==> src/rtl/dsi_lane_striper.sv <==
// Packet-granular HS/LP arbiter that stripes granted packet bytes across the active DSI lanes
// and writes per-lane {lpm, data} entries into the four lane FIFOs.
module dsi_lane_striper #(
    parameter int unsigned LANES_MAX = 4
) (
    input  logic                   clk_phy,
    input  logic                   rst,
    input  logic                   enable,
    input  logic [2:0]             reg_lanes_number,
    input  logic                   hs_valid,
    input  logic [31:0]            hs_data,
    input  logic                   hs_last,
    input  logic [1:0]             hs_last_bytes,
    output logic                   hs_ready,
    input  logic                   lp_valid,
    input  logic [31:0]            lp_data,
    input  logic                   lp_last,
    input  logic [1:0]             lp_last_bytes,
    output logic                   lp_ready,
    output logic [LANES_MAX*9-1:0] lane_fifo_data,
    output logic [LANES_MAX-1:0]   lane_fifo_write,
    input  logic [LANES_MAX-1:0]   lane_fifo_full,
    output logic [1:0]             grant,
    output logic                   busy
);

    typedef enum logic [1:0] {StIdle, StXfer, StDrain} state_t;

    state_t      state_q;
    logic [55:0] buf_q;      // byte i at [8*i+7:8*i]; bytes at or above count_q are kept zero
    logic [2:0]  count_q;
    logic [2:0]  n_q;
    logic        lpm_q;
    logic [1:0]  grant_q;
    logic        rr_q;       // 0 = HS next on contention, 1 = LP

    logic [2:0]  n_map;
    logic        sel_last;
    logic [1:0]  sel_lb;
    logic [31:0] sel_data;
    logic        can_take;
    logic        accept;
    logic [2:0]  added;
    logic [31:0] word_mask;
    logic [2:0]  emit_m;
    logic [LANES_MAX-1:0] emit_mask;
    logic        want_emit;
    logic        emit;
    logic [2:0]  m_eff;
    logic [2:0]  rem;
    logic [2:0]  count_d;
    logic [55:0] buf_d;
    logic        pick_lp;

    always_comb begin
        case (reg_lanes_number)
            3'd0:                      n_map = 3'd1;
            3'd1, 3'd2, 3'd3, 3'd4:    n_map = reg_lanes_number;
            default:                   n_map = 3'd4;
        endcase
    end

    assign sel_last = grant_q[1] ? lp_last : hs_last;
    assign sel_lb   = grant_q[1] ? lp_last_bytes : hs_last_bytes;
    assign sel_data = grant_q[1] ? lp_data : hs_data;

    // Registered count only: no same-cycle credit from a concurrent emit.
    assign can_take = (state_q == StXfer) && (count_q <= 3'd3);
    assign hs_ready = can_take && grant_q[0];
    assign lp_ready = can_take && grant_q[1];
    assign accept   = (hs_ready && hs_valid) || (lp_ready && lp_valid);

    always_comb begin
        added = 3'd0;
        if (accept) begin
            added = sel_last ? ({1'b0, sel_lb} + 3'd1) : 3'd4;
        end
        case (added)
            3'd1:    word_mask = 32'h0000_00ff;
            3'd2:    word_mask = 32'h0000_ffff;
            3'd3:    word_mask = 32'h00ff_ffff;
            3'd4:    word_mask = 32'hffff_ffff;
            default: word_mask = 32'h0000_0000;
        endcase
    end

    assign emit_m    = (count_q < n_q) ? count_q : n_q;
    assign want_emit = (count_q != 3'd0) && ((count_q >= n_q) || (state_q == StDrain));

    always_comb begin
        emit_mask = '0;
        for (int i = 0; i < int'(LANES_MAX); i++) begin
            emit_mask[i] = (int'(emit_m) > i);
        end
    end

    // A full lane anywhere in the target group holds back the whole group.
    assign emit  = want_emit && ((lane_fifo_full & emit_mask) == '0);
    assign m_eff = emit ? emit_m : 3'd0;

    always_comb begin
        lane_fifo_data  = '0;
        lane_fifo_write = '0;
        for (int i = 0; i < int'(LANES_MAX); i++) begin
            if (emit && emit_mask[i]) begin
                lane_fifo_write[i]    = 1'b1;
                lane_fifo_data[i*9 +: 9] = {lpm_q, buf_q[i*8 +: 8]};
            end
        end
    end

    assign rem     = count_q - m_eff;
    assign count_d = rem + added;
    assign buf_d   = (buf_q >> {m_eff, 3'b000}) | (56'(sel_data & word_mask) << {rem, 3'b000});

    assign pick_lp = (hs_valid && lp_valid) ? rr_q : lp_valid;

    always_ff @(posedge clk_phy) begin
        if (rst) begin
            state_q <= StIdle;
            buf_q   <= '0;
            count_q <= 3'd0;
            n_q     <= 3'd1;
            lpm_q   <= 1'b0;
            grant_q <= 2'b00;
            rr_q    <= 1'b0;
        end else begin
            buf_q   <= buf_d;
            count_q <= count_d;
            case (state_q)
                StIdle: begin
                    if (enable && (hs_valid || lp_valid)) begin
                        grant_q <= pick_lp ? 2'b10 : 2'b01;
                        lpm_q   <= pick_lp;
                        rr_q    <= ~pick_lp;
                        n_q     <= n_map;
                        state_q <= StXfer;
                    end
                end
                StXfer: begin
                    if (accept && sel_last) begin
                        state_q <= StDrain;
                    end
                end
                StDrain: begin
                    if (count_d == 3'd0) begin
                        grant_q <= 2'b00;
                        state_q <= StIdle;
                    end
                end
                default: begin
                    grant_q <= 2'b00;
                    state_q <= StIdle;
                end
            endcase
        end
    end

    assign grant = grant_q;
    assign busy  = (state_q != StIdle);

endmodule

==> config.mk <==
export PLATFORM = sky130hd
export DESIGN_NAME = dsi_lane_striper
export DESIGN_NICKNAME = d
export VERILOG_FILES = /design/src/rtl/dsi_lane_striper.sv
export SDC_FILE = /design/constraint.sdc
export NUM_CORES = 1
export LEC_CHECK = 0
export CORE_MARGIN = 3
export CORE_UTILIZATION = 52
export DETAILED_ROUTE_END_ITERATION = 10
export PLACE_DENSITY = 0.87
export SYNTH_ARGS = -nofsm -noshare
export SYNTH_HDL_FRONTEND = slang
export SYNTH_SLANG_ARGS = --single-unit
==> constraint.sdc <==
create_clock -name clk_phy -period 8 [get_ports clk_phy]
set_input_delay 1.6 -clock clk_phy [delete_from_list [all_inputs] [get_ports clk_phy]]
set_output_delay 1.6 -clock clk_phy [all_outputs]
set_load 0.01 [all_outputs]
==> impl_metrics.json, run 1 <==
{
  "synth.area.top_cells": "dfxtp_1, mux2i_1, mux2_2, nand2_1, o21ai_0",
  "drc": 0,
  "wirelength_um": 22500,
  "cts_tree": "done",
  "first_pass_iters": 7,
  "post-route-min-period_ps": 6230,
  "rows": 39,
  "synth_cell_types": 62,
  "combPwrFrac_pct": 19.1,
  "gr-usage-all-layers_pct": 33.5,
  "peakVddDrop_uv": 96.8,
  "p_per_area_mw_per_mm2": 119,
  "cts_root_buffer": "clkbuf_16",
  "regArea_mm2": 0.00136,
  "finalMaxSlewViolations": 0,
  "grt-ovfl-total": 0,
  "grt_max_degree": 72,
  "maxCapViolations": 0,
  "portBuffers": 126,
  "cts_buffers": 9,
  "dp_hpwl_um": 16200,
  "syn2layout_area_growth_pct": 26.3,
  "clk_latency_ps": 330,
  "max_freq_mhz": 160,
  "syn_inst": 846,
  "grt_pass1_vias": 6747,
  "p_int_mw": 0.672,
  "clk_pin_slew_ps": 60,
  "cp.required_ps": 6400,
  "multiInputGateArea_mm2": 0.00446,
  "die-area_mm2": 0.0133,
  "die_h_um": 115,
  "antenna_found_initial": 0,
  "path_max_fanout": 33,
  "postCtsHoldBufs": 0,
  "cts_resized": 0,
  "htree_levels": 3,
  "syn_area_mm2": 0.00622,
  "yosys_warnings": 0,
  "syn_avg_cell_area_um2": 7.36,
  "vias": 7451,
  "swShare_pct": 28.2,
  "layout-drive-gt1-share_pct": 7.93,
  "fin_crit_sh_pct": 77.9,
  "worst_slack_ps": 1770,
  "place_ws_ps": 1860,
  "diodes": 0,
  "status": "finished clean",
  "initial_core_util_pct": 53.8,
  "power_leakage_nw": 2.44,
  "core_mm2": 0.0116,
  "critPathKind": "in2out",
  "finalNetCount": 1019,
  "wl_per_cell_um": 20.9,
  "synth_flop_cell": "dfxtp_1",
  "tns_ps": 0,
  "ys_seq_elements": 68,
  "clock-sinks": 68,
  "grt_pass1_wl_um": 35700,
  "synth.largest_area_cell": "dfxtp_1",
  "rsz0062_at_grt": "false",
  "async_reset_ff_share_pct": 0,
  "final.fill_count": 996,
  "clockPowerShare_pct": 43.5,
  "holdWs_ps": 480,
  "synth_nets": 937,
  "switchingPower_mw": 0.264,
  "relSlewSlack_pct": 15.2,
  "drtAntennaViolNets": 0,
  "post-cts-setup-buffers": 0,
  "clockBufferDepth": 2,
  "pin_count": 127,
  "startpoint_type": "primary input",
  "fin_skew_ps": 6.10,
  "avgViaCountPerCell": 6.92,
  "worst_pin_slew_ps": 1260,
  "hold_violations": 0,
  "gp_congestion": 0.949,
  "drt_iter0_drc": 1254,
  "cp-end-kind": "output pin",
  "ys_seq_area_share_pct": 21.9,
  "synth.top_cell.area_share_pct": 21.9,
  "setup_viol": 0,
  "seq_power_share_pct": 37.4,
  "critPathArrivalTime_ps": 4630,
  "die_w_um": 115,
  "synth-edff-count": 0,
  "power_mw": 0.937,
  "hold_path_class": "reg2reg"
}
[critical path: stages]
cell and delay [ps]:
clkdlybuf4s50_1 420, o31ai_1 90, mux2i_1 210, nor3_2 200
buf_4 330, nand2_1 270, a21oi_1 700, and2_1 250
clkdlybuf4s50_1 540
[Yosys cell counts, drive strengths merged, types with 14 or more instances]
master  count
and3       14
nand4      17
a31oi      35
dfxtp      68
inv        44
a22o       15
mux2       23
nor2       33
mux2i      39
nor3       24
nor4       18
o22ai      19
o21ai      52
a22oi      32
nand2      68
clkbuf     58
and2       23
nand3      49
a21oi      42
buf        15
[area by class of cell]
class	count	area share, %
clock inverter	6	0.812
timing repair buffer	144	17.7
multi-input combinational	661	56.7
sequential	68	17.3
inverter	44	2.10
clock buffer	10	3.04
tap	143	2.28
[metal layers]
layer	vias up	global-route usage [%]	wire (µm)
met5	-	0	0
met4	0	12.4	773
met3	85	7.89	3060
met2	609	50.7	9690
met1	3339	46.5	8940
li1	3418	-	-
[worst paths after layout]
path	startpoint	to	slack, ps	cells past startpoint
hold / removal	buf_q[20]	buf_q[12]	480	2
setup / recovery	lane_fifo_full[0]	lane_fifo_data[29]	1770	9
hold reg to reg	buf_q[20]	buf_q[12]	480	2
setup reg to reg	count_q[0]	buf_q[32]	2000	16
[stage by stage]
stage / cells / area, µm² / utilization (%)
global placement: 1060 / 7550 / 65.3
finish: 1076 / 7860 / 67.9
floorplan: 846 / 6220 / -
CTS: 1076 / 7860 / 67.9
global route: 1076 / 7860 / 67.9
detailed placement: 1060 / 7550 / 65.3
[sequential cells by signal, indices dropped and copies added, names as in the netlist]
name and count:
buf_q 56, count_q 3, n_q 3, grant 2, state_q 2, lpm_q 1
rr_q 1
[placed cells by master, fill, tap and decap left out, types with 23 or more instances in the layout]
cell	n
a21oi_1	41
a22oi_1	32
a31oi_1	35
clkdlybuf4s50_1	125
dfxtp_1	67
inv_1	43
mux2_2	23
mux2i_1	37
nand2_1	68
nand3_1	49
nor2_1	33
o21ai_0	50
[kinds of logic (layout without fill, tap and decap cells)]
kind of cell,after synthesis,after routing,share of synthesized area [%]
AO/OA/AOI/OAI,305,305,34.6
XOR/XNOR,7,7,0.985
flip-flops,68,68,21.9
buffers and inverters,117,204,7.34
adder cells (fa/ha/maj),9,9,2.05
AND/OR/NAND/NOR,278,278,22.7
multiplexers,62,62,10.4
[power groups by stage]
stage / logic [mW] / registers [mW] / clock network, mW
final: 0.179 / 0.351 / 0.407
after global routing: 0.191 / 0.352 / 0.423
after CTS: 0.175 / 0.351 / 0.409
after detailed placement: 0.174 / 0.358 / 0
after global placement: 0.171 / 0.358 / 0
after floorplan: 0.102 / 0.355 / 0
Power figures use the tool's default switching activity.
==> inputs of run 2 (changes only) <==
CORE_UTILIZATION = 48   (was 52)
PLACE_DENSITY = 0.84   (was 0.87)
clock period = 5.58 ns   (was 8 ns; I/O delays follow)
==> run 2 against run 1 <==
Total power up 56%. Hold slack better by 1.3 ps. Critical endpoint unchanged. Sequential share of layout area down 0.34 points.
==> impl_metrics.json, run 2 (synthesized netlist as in run 1, its figures left out) <==
{
  "status": "finished clean",
  "hold_path_class": "reg2reg",
  "setup_viol": 0,
  "clockBufferDepth": 2,
  "rsz0062_at_grt": "false",
  "combPwrFrac_pct": 17.8,
  "grt_max_degree": 72,
  "power_mw": 1.46,
  "fin_crit_sh_pct": 95.6,
  "postCtsHoldBufs": 0,
  "die_w_um": 120,
  "max_freq_mhz": 187,
  "avgViaCountPerCell": 6.76,
  "swShare_pct": 26.8,
  "cts_tree": "done",
  "peakVddDrop_uv": 151,
  "post-cts-setup-buffers": 0,
  "htree_levels": 3,
  "diodes": 0,
  "switchingPower_mw": 0.391,
  "crit_chain": "inv_1 -> ha_1 -> nor2b_1 -> o22ai_4 -> a211oi_1 -> a2bb2oi_1 -> buf_4 -> nand2_1 -> a21oi_1 -> buf_4 -> and2_1 -> clkdlybuf4s50_1",
  "cp_num_buf_inv": 4,
  "slowest_delay_ps": 540,
  "finalNetCount": 1028,
  "drt_iter0_drc": 1096,
  "reg.largest.list": "buf_q (56), count_q (3), n_q (3)",
  "final_common_cell": "clkdlybuf4s50_1",
  "cp-end-kind": "output pin",
  "worst_pin_slew_ps": 1100,
  "mostFrequentLayoutCells": "clkdlybuf4s50_1, nand2_1, dfxtp_1",
  "path_max_fanout": 12,
  "wl_per_cell_um": 20.6,
  "grt_pass1_wl_um": 36600,
  "portBuffers": 126,
  "gp_congestion": 0.970,
  "gr-usage-all-layers_pct": 31.2,
  "cts_root_buffer": "clkbuf_16",
  "maxCapViolations": 0,
  "cp_slowest_cell": "clkdlybuf4s50_1",
  "drtAntennaViolNets": 0,
  "clock-sinks": 68,
  "cp.required_ps": 4460,
  "largest_reg_flops": 56,
  "rows": 40,
  "seq_power_share_pct": 34.4,
  "layout-drive-gt1-share_pct": 8.81,
  "top_register": "buf_q",
  "clk_latency_ps": 340,
  "critPathArrivalTime_ps": 4220,
  "post-route-min-period_ps": 5330,
  "drc": 0,
  "clockPowerShare_pct": 47.8,
  "grt-ovfl-total": 0,
  "antenna_found_initial": 0,
  "startpoint_type": "register",
  "vias": 7502,
  "p_per_area_mw_per_mm2": 182,
  "syn2layout_area_growth_pct": 28.7,
  "path_delay_family": "compound AO/OA/AOI/OAI gates",
  "grt_pass1_vias": 6827,
  "clk_pin_slew_ps": 60,
  "cts_resized": 0,
  "first_pass_iters": 6,
  "critPathKind": "reg2out",
  "cts_buffers": 9,
  "p_int_mw": 1.07,
  "fin_skew_ps": 4.35,
  "dp_hpwl_um": 16900,
  "cpMostUsedCell": "buf_4",
  "core_mm2": 0.0124,
  "wirelength_um": 22900,
  "die-area_mm2": 0.0144,
  "power_leakage_nw": 2.51,
  "initial_core_util_pct": 50.3,
  "die_h_um": 120,
  "relSlewSlack_pct": 26.8,
  "finalMaxSlewViolations": 0,
  "pin_count": 127,
  "tns_ps": 0,
  "hold_violations": 0
}
==> run 2: cell count changes in the layout (fill, tap and decap cells not counted) <==
cell / previous run / this run
inv_6: 0 / 1
clkinv_4: 1 / 0
buf_4: 18 / 27
clkinv_2: 2 / 0
clkinvlp_4: 2 / 1
bufinv_16: 1 / 3
clkbuf_8: 1 / 2
==> run 2: final timing paths <==
check                   from            endpoint  slack, ps  cells after the start
setup / recovery  count_q[0]  lane_fifo_data[29]        250                     12
hold / removal     buf_q[20]           buf_q[12]        480                      2
setup reg to reg      n_q[2]           buf_q[20]        340                     17
hold reg to reg    buf_q[20]           buf_q[12]        480                      2
==> run 2: cell type report <==
class,count,area (µm²)
clock inverters,5,106
flip-flops and latches,68,1360
repair buffers,153,1460
well taps,168,210
multi-input cells,661,4460
clock buffers,11,253
inverters,44,165
fillers,1068,4350
==> run 2: worst register-to-register path, cell delays in order (launching register included) <==
cell and delay (ps):
dfxtp_1 410, inv_1 60, ha_1 350, nor2_1 220, a21oi_4 110, o311ai_0 910
a2bb2oi_1 220, nand3_1 330, inv_1 80, ha_1 180, inv_1 70, fa_1 460
buf_4 260, or4_1 700, o22a_1 220, o21ai_0 210, a22oi_1 180, a31oi_1 200
==> run 2: power by group through the flow <==
stage	sequential, mW	clock, mW	combinational, mW
floorplan	0.509	0	0.146
global placement	0.513	0	0.251
detailed placement	0.513	0	0.253
CTS	0.502	0.694	0.254
global route	0.503	0.716	0.278
finish	0.503	0.699	0.260
==> run 2: routing by layer <==
metal,up-vias,global-route usage (%),share of wire [%]
li1,3440,-,-
met1,3400,43.5,42
met2,612,48.3,43
met3,50,8.11,13
met4,0,7.66,1.7
met5,-,0,0
==> run 2: stage by stage <==
step | hold WS [ps] | cells | utilization [%] | setup slack, ps | area, µm²
3_5_place_dp | 473 | 1094 | 61.9 | 506 | 7650
6_report | 482 | 1110 | 64.8 | 245 | 8010
5_1_grt | 522 | 1110 | 64.8 | 2.91 | 8010
2_1_floorplan | 446 | 846 | - | 325 | 6220
4_1_cts | 481 | 1110 | 64.8 | 310 | 8010
3_3_place_gp | 467 | 1094 | 61.9 | 665 | 7650
==> inputs of run 3 (changes only) <==
SETUP_SLACK_MARGIN = 0.05   (was default)
==> run 3 against run 2 <==
Sequential cell count stayed put. First-iteration DRC count is 3.7% lower. Hold slack better by 3.1 ps. Die area stayed put. Clock-buffer cell count stayed put. Final cell count stayed put. Routed wire length is 0.33% higher. Total power is 0.15% higher. Non-clock buffer count stayed put. Sequential power hardly changed. Sequential share of layout area hardly changed. Combinational power hardly changed. Critical endpoint unchanged. Largest cell class unchanged.
==> impl_metrics.json, run 3 (synthesized netlist as in run 1, its figures left out) <==
{
  "first_pass_iters": 7,
  "critPathKind": "reg2out",
  "place_ws_ps": 506,
  "clockPowerShare_pct": 47.9,
  "finalNetCount": 1028,
  "cpMostUsedCell": "buf_4",
  "peakVddDrop_uv": 152,
  "die_w_um": 120,
  "clock-sinks": 68,
  "hold_path_class": "reg2reg",
  "grt_pass1_vias": 6827,
  "clk_pin_slew_ps": 60,
  "fin_skew_ps": 4.62,
  "tns_ps": 0,
  "p_per_area_mw_per_mm2": 183,
  "grt_max_degree": 72,
  "cp.required_ps": 4460,
  "avgViaCountPerCell": 6.78,
  "mostFrequentLayoutCells": "clkdlybuf4s50_1, nand2_1, dfxtp_1",
  "p_int_mw": 1.07,
  "grt-ovfl-total": 0,
  "setup_viol": 0,
  "fin_cells": 1110,
  "max_freq_mhz": 193,
  "vias": 7526,
  "maxCapViolations": 0,
  "diodes": 0,
  "drtAntennaViolNets": 0,
  "holdWs_ps": 485,
  "slowest_delay_ps": 540,
  "core_mm2": 0.0124,
  "fin_util_pct": 64.9,
  "gr-usage-all-layers_pct": 31.2,
  "clk_latency_ps": 340,
  "syn2layout_area_growth_pct": 28.8,
  "combPwrFrac_pct": 17.8,
  "largest_reg_flops": 56,
  "antenna_found_initial": 0,
  "drc": 0,
  "portBuffers": 126,
  "cts_tree": "done",
  "rows": 40,
  "grt_pass1_wl_um": 36600,
  "power_leakage_nw": 2.51,
  "startpoint_type": "register",
  "worst_slack_ps": 388,
  "wirelength_um": 23000,
  "hold_violations": 0,
  "pin_count": 127,
  "stdcell_area_mm2": 0.00802,
  "wl_per_cell_um": 20.7,
  "finalMaxSlewViolations": 0,
  "final_common_cell": "clkdlybuf4s50_1",
  "cp-end-kind": "output pin",
  "rsz0062_at_grt": "false",
  "path_max_fanout": 12,
  "clockBufferDepth": 2,
  "status": "finished clean",
  "die-area_mm2": 0.0144,
  "relSlewSlack_pct": 25.5,
  "gp_congestion": 0.970,
  "r2r_cells": 15,
  "power_mw": 1.46,
  "die_h_um": 120,
  "fin_crit_sh_pct": 93.1,
  "min_path_cells": 2,
  "initial_core_util_pct": 50.3,
  "top_register": "buf_q",
  "drt_iter0_drc": 1055,
  "cp_slowest_cell": "clkdlybuf4s50_1",
  "worst_pin_slew_ps": 1120,
  "switchingPower_mw": 0.393,
  "swShare_pct": 26.9,
  "dp.cells": 1094,
  "dp_hpwl_um": 16900,
  "critPathArrivalTime_ps": 4080,
  "postCtsHoldBufs": 0,
  "reg.largest.list": "buf_q (56), count_q (3), n_q (3)",
  "postPlaceCellArea_mm2": 0.00765,
  "htree_levels": 3,
  "cts_root_buffer": "clkbuf_16",
  "post-cts-setup-buffers": 0,
  "cts_buffers": 9,
  "post-route-min-period_ps": 5190,
  "crit_chain": "inv_1 -> ha_1 -> nor2b_1 -> o22ai_4 -> a211oi_2 -> a2bb2oi_1 -> buf_4 -> nand2_1 -> a21oi_1 -> buf_4 -> and2_1 -> clkdlybuf4s50_1",
  "layout-drive-gt1-share_pct": 8.92,
  "seq_power_share_pct": 34.3
}
[run 3: worst max-delay path, delay by kind of cell (launching register included)]
family,cells,cell delay [ps]
AOI/OAI and AO/OA,4,1080
adders and majority gates,1,250
buffers and inverters,4,1200
DFF,1,460
and+or+nand+nor,3,740
[run 3: final timing paths]
check	from	to	slack, ps
worst max-delay path	count_q[0]	lane_fifo_data[29]	390
worst min-delay path	buf_q[20]	buf_q[12]	480
worst max register to register	count_q[0]	buf_q[23]	530
worst min register to register	buf_q[20]	buf_q[12]	480
[run 3: what timing repair did]
action,CTS,global route
setup endpoints to repair,0,13
resized for setup,0,2
endpoints found under the hold margin,0,0
[run 3: cell type report]
class	count	area (µm²)
clock buffer	11	253
clock inverter	5	106
fill	1069	4340
inverter	44	165
multi-input combinational	661	4460
sequential	68	1360
tap	168	210
timing repair buffer	153	1460
[run 3: power groups by stage]
stage | Combinational, mW | Sequential, mW | Clock [mW]
3_5_place_dp | 0.253 | 0.513 | 0
6_report | 0.260 | 0.502 | 0.701
5_1_grt | 0.279 | 0.503 | 0.716
3_3_place_gp | 0.251 | 0.513 | 0
4_1_cts | 0.254 | 0.502 | 0.694
2_1_floorplan | 0.146 | 0.509 | 0
[run 3: per-layer routing]
metal / vias up / part of all wire, % / track usage, % / wire length, µm
li1: 3439 / - / - / -
met1: 3432 / 42 / 43.5 / 9700
met2: 614 / 43 / 48.3 / 9930
met3: 41 / 13 / 8.11 / 3040
met4: 0 / 1.3 / 7.66 / 306
met5: - / 0 / 0 / 0
